<file path="config.mk">
export PLATFORM = sky130hd
export DESIGN_NAME = shift_reg_scheduler
export DESIGN_NICKNAME = d
export VERILOG_FILES = /design/src/rtl/shift_reg_scheduler.sv
export SDC_FILE = /design/constraint.sdc
export NUM_CORES = 1
export LEC_CHECK = 0
export CAP_MARGIN = 25
export CORE_MARGIN = 1
export CORE_UTILIZATION = 47
export DETAILED_ROUTE_END_ITERATION = 12
export PLACE_DENSITY = 0.81
export SYNTH_ARGS = -nofsm -noshare
export SYNTH_HDL_FRONTEND = slang
export SYNTH_SLANG_ARGS = --single-unit
</file>
<file path="constraint.sdc">
create_clock -name clock -period 2.2 [get_ports clock]
set_input_delay 0.66 -clock clock [delete_from_list [all_inputs] [get_ports clock]]
set_output_delay 0.66 -clock clock [all_outputs]
set_load 0.01 [all_outputs]
</file>
<file path="src/rtl/shift_reg_scheduler.sv">
// Round-robin arbiter that serialises one of two parallel words LSB-first into a shared shift register.
// Optional abort support is compiled in with `define SRS_ABORT_EN (adds ports abort / aborted).
module shift_reg_scheduler #(
  parameter int WIDTH = 4,
  parameter int CNT_W = 2
) (
  input  logic             clock,
  input  logic             reset_n,
  input  logic [1:0]       req,
  input  logic [WIDTH-1:0] word0,
  input  logic [WIDTH-1:0] word1,
`ifdef SRS_ABORT_EN
  input  logic             abort,
  output logic             aborted,
`endif
  output logic [1:0]       grant,
  output logic             sr_enable,
  output logic             sr_data,
  output logic             busy,
  output logic             done,
  output logic             done_id,
  output logic [1:0]       state_dbg
);

  // Handshake: req[i] is a level held by requester i until it observes grant[i];
  // the word is captured on the accept edge, so it only needs to be stable there.

  typedef enum logic [1:0] {
    IDLE  = 2'd0,
    SHIFT = 2'd1,
    DONE  = 2'd2
  } state_t;

  localparam logic [CNT_W-1:0] CNT_LAST = CNT_W'(WIDTH - 1);

  state_t           state, state_nxt;
  logic [CNT_W-1:0] cnt, cnt_nxt;
  logic [WIDTH-1:0] shreg, shreg_nxt;
  logic             last, last_nxt;
  logic [1:0]       grant_nxt;
  logic             sr_enable_nxt;
  logic             sr_data_nxt;
  logic             busy_nxt;
  logic             done_nxt;
  logic             done_id_nxt;
`ifdef SRS_ABORT_EN
  logic             aborted_nxt;
`endif

  logic             winner;
  logic [WIDTH-1:0] win_word;

  // On a tie the requester that was not served last wins.
  assign winner   = req[1] & (~req[0] | ~last);
  assign win_word = winner ? word1 : word0;

  assign state_dbg = state;

  always_comb begin
    state_nxt     = state;
    cnt_nxt       = cnt;
    shreg_nxt     = shreg;
    last_nxt      = last;
    grant_nxt     = 2'b00;
    sr_enable_nxt = 1'b0;
    sr_data_nxt   = 1'b0;
    busy_nxt      = 1'b0;
    done_nxt      = 1'b0;
    done_id_nxt   = done_id;
`ifdef SRS_ABORT_EN
    aborted_nxt   = 1'b0;
`endif
    case (state)
      IDLE, DONE: begin
        if (req != 2'b00) begin
          state_nxt     = SHIFT;
          cnt_nxt       = '0;
          shreg_nxt     = win_word;
          last_nxt      = winner;
          grant_nxt     = winner ? 2'b10 : 2'b01;
          sr_enable_nxt = 1'b1;
          sr_data_nxt   = win_word[0];
          busy_nxt      = 1'b1;
        end else begin
          state_nxt = IDLE;
        end
      end
      SHIFT: begin
`ifdef SRS_ABORT_EN
        if (abort) begin
          state_nxt   = IDLE;
          cnt_nxt     = '0;
          aborted_nxt = 1'b1;
        end else
`endif
        if (cnt == CNT_LAST) begin
          state_nxt   = DONE;
          done_nxt    = 1'b1;
          done_id_nxt = last;
        end else begin
          // shreg[0] is always the bit currently on sr_data.
          cnt_nxt       = cnt + 1'b1;
          shreg_nxt     = shreg >> 1;
          sr_enable_nxt = 1'b1;
          sr_data_nxt   = shreg_nxt[0];
          busy_nxt      = 1'b1;
        end
      end
      default: state_nxt = IDLE;
    endcase
  end

  always_ff @(posedge clock) begin
    if (!reset_n) begin
      state     <= IDLE;
      cnt       <= '0;
      shreg     <= '0;
      last      <= 1'b1;
      grant     <= 2'b00;
      sr_enable <= 1'b0;
      sr_data   <= 1'b0;
      busy      <= 1'b0;
      done      <= 1'b0;
      done_id   <= 1'b0;
`ifdef SRS_ABORT_EN
      aborted   <= 1'b0;
`endif
    end else begin
      state     <= state_nxt;
      cnt       <= cnt_nxt;
      shreg     <= shreg_nxt;
      last      <= last_nxt;
      grant     <= grant_nxt;
      sr_enable <= sr_enable_nxt;
      sr_data   <= sr_data_nxt;
      busy      <= busy_nxt;
      done      <= done_nxt;
      done_id   <= done_id_nxt;
`ifdef SRS_ABORT_EN
      aborted   <= aborted_nxt;
`endif
    end
  end

endmodule

</file>
==> results.py <==
metrics = {
    "worst_setup_path": {
        "reg2reg_to": "shreg[1]$_SDFFE_PN0P_",
        "cp_slowest_stage_delay_ns": 0.59,
        "critPathBufInv": 1,
        "worstReg2RegStart": "cnt[0]$_SDFFE_PN0P_",
        "crit_slowest_cell": "clkdlybuf4s50_1",
        "path_class": "reg -> out",
        "end_kind": "output pin",
        "cp.required_ns": 1.54,
        "path_cells": "clkdlybuf4s50_1",
        "start_kind": "register",
        "rr_worst_depth": 4,
        "r2r_slack_ns": 0.90,
        "path_delay_family": "buffers and inverters",
        "cp.arrival_ns": 1.35,
        "crit_fanout": 9,
    },
    "placement": {
        "placed_area_um2": 843,
        "place_congestion": 0.780,
        "hpwl_um": 954,
        "pre_cts_ws_ns": 0.143,
        "port_buffers": 20,
        "dp_cells": 106,
    },
    "logic_synthesis": {
        "synth_area_leaders": "dfxtp_1 43%, nand2b_1 4.8%, a21oi_1 3.8%, buf_6 3.5%, nand2_1 3.5%",
        "syn_nets": 87,
        "synthDistinctLibCells": 29,
        "synth_cells": 74,
        "ys_seq_elements": 14,
        "netlist.area_leader.share": 0.430,
        "ys_warn_count": 0,
        "synth_top_area_cell": "dfxtp_1",
        "syn_area_um2": 652,
        "ys_seq_area_frac": 0.430,
        "syn_area_per_cell_um2": 8.81,
    },
    "clock_network": {
        "post_cts_resize_count": 0,
        "post_cts_buffers": 0,
        "cts_tree": "done",
        "clk-insertion-delay-late_ns": 0.28,
        "h-tree-depth": 1,
        "cts_sinks": 14,
        "clk_path_buf_depth": 2,
        "path_clk_slew_ns": 0.09,
        "cts-buffers-inserted": 3,
        "ctsHoldBuffers": 0,
        "cts-root-buf": "clkbuf_4",
    },
    "hold_path": {
        "whs_path_depth": 2,
        "hold_class": "reg -> reg",
        "holdPathEnd": "cnt[1]$_SDFFE_PN0P_",
        "min_from": "cnt[1]$_SDFFE_PN0P_",
    },
    "power_and_ir_drop": {
        "p_leak_uw": 0.000336,
        "ir_drop_v": 0.000314,
        "power_density_nw_per_um2": 631,
        "total_power_uw": 555,
    },
    "sta": {
        "fin_crit_sh": 0.913,
        "setup_ws_ns": 0.192,
        "max_freq_ghz": 0.498,
        "maxSlewViolCount": 0,
        "fin_skew_ns": 0.00386,
        "tightest_slew_ns": 0.382,
        "max_slew_margin": 0.744,
        "fin_crit_ns": 2.01,
        "setup_viol": 0,
        "fin_setup_tns_ns": 0,
        "rsz0062_at_grt": "false",
        "report.final.hold_viol_count": 0,
    },
    "cells_and_area": {
        "stdcell_area_um2": 880,
        "final_common_cell": "clkdlybuf4s50_1",
        "layout.cells.non_filler": 110,
        "nets": 109,
        "antenna_cells": 0,
        "synthToLayoutAreaGrowth_pct": 34.9,
        "fill_cells": 113,
        "drive_gt1_frac": 0.0632,
        "layout_common_cells": "20 x clkdlybuf4s50_1, 14 x dfxtp_1, 6 x nand2_1, 6 x nor2_1",
    },
    "global_routing": {
        "gr-total-overflow": 0,
        "grt_pass1_wl_um": 2110,
        "grt_pass1_vias": 487,
        "grt_usage": 0.208,
        "grt_antenna_before_repair": 0,
        "grt_max_degree": 16,
    },
    "floorplan": {
        "dieArea_um2": 1540,
        "die_x_um": 39.2,
        "num_io_pins": 21,
        "die_h_um": 39.2,
        "start_util": 0.501,
        "std_cell_rows": 13,
        "coreArea_um2": 1300,
    },
    "route": {
        "wl_um": 1370,
        "first_iter_violations": 8,
        "antenna_left": 0,
        "vias": 589,
        "drt_first_pass_iters": 3,
        "wire_per_inst_um": 12.5,
        "route.detailed.drc": 0,
        "via_per_inst": 5.35,
    },
    "run_status": {
        "outcome": "finished, final reports clean",
    },
    "run": {
        "maxCapViolCount": 0,
    },
}
==> metal layers <==
| metal | up-vias | wire (um) | track usage |
|---|---|---|---|
| li1 | 310 | - | - |
| met2 | 14 | 590 | 0.317 |
| met5 | - | 0 | 0 |
| met4 | 0 | 26 | 0.103 |
| met3 | 4 | 67 | 0.0520 |
| met1 | 261 | 688 | 0.268 |
==> flip-flops by register name, summed over array words and instances (netlist names) <==
register and count:
busy 1, cnt 2, done 1, done_id 1
grant 2, last 1, shreg 3, sr_data 1
state_dbg 2
==> cell type report <==
type                    instances  area, um^2  share of cell area
multi-input cells              53         325               0.370
flip-flops and latches         14         280               0.319
repair buffers                 21         208               0.236
clock buffers                   4        36.3              0.0413
well taps                      15        18.8              0.0213
inverters                       3        11.3              0.0128
==> synth_stat cells <==
cell type,n
nor3_1,3
nor3_2,1
or4b_1,1
o211ai_1,3
mux2i_1,1
a21boi_1,1
a32oi_1,1
o22ai_1,2
a21oi_1,5
clkinv_1,1
or2_1,1
o21a_1,2
nor2_1,6
ha_1,1
a221oi_1,1
inv_1,2
o21ai_0,4
nand3b_1,1
dfxtp_1,14
nand2_1,6
o311a_1,2
buf_2,1
buf_6,2
nor2b_1,2
nand2b_1,5
buf_4,1
nand3_1,2
o21ai_1,1
a221o_1,1
==> how the worst max path moves through the flow <==
stage                         startpoint                   to  slack, ns  cells after the start
2_1_floorplan                     req[1]  cnt[0]$_SDFFE_PN0P_       0.76                      3
3_3_place_gp                      req[0]  cnt[0]$_SDFFE_PN0P_       0.18                      3
3_5_place_dp                      req[1]   sr_data$_SDFF_PN0_       0.14                      4
4_1_cts        state_dbg[1]$_SDFFE_PN0P_         state_dbg[1]       0.19                      1
5_1_grt        state_dbg[1]$_SDFFE_PN0P_         state_dbg[1]       0.11                      1
6_report       state_dbg[1]$_SDFFE_PN0P_         state_dbg[1]       0.19                      1
==> cell families (layout without fill, tap and decap cells) <==
logic type,count (synthesis),in the layout,synth area share
mux,1,1,0.0154
fa+ha+maj,1,1,0.0192
buf+inv,7,28,0.0710
flops,14,14,0.430
compound gates,23,23,0.238
simple gates,28,28,0.226
==> stage by stage <==
stage,util,hold slack (ns)
2_1_floorplan,-,0.458
3_3_place_gp,0.648,0.472
3_5_place_dp,0.648,0.481
4_1_cts,0.676,0.494
5_1_grt,0.676,0.544
6_report,0.676,0.494
==> report_power, final <==
part	total, uW	switching (uW)	internal, uW
registers	278	10.3	267
logic	89.7	38.3	51.4
clock network	188	87.1	101
Note: power is estimated with default switching activity, not from simulation.
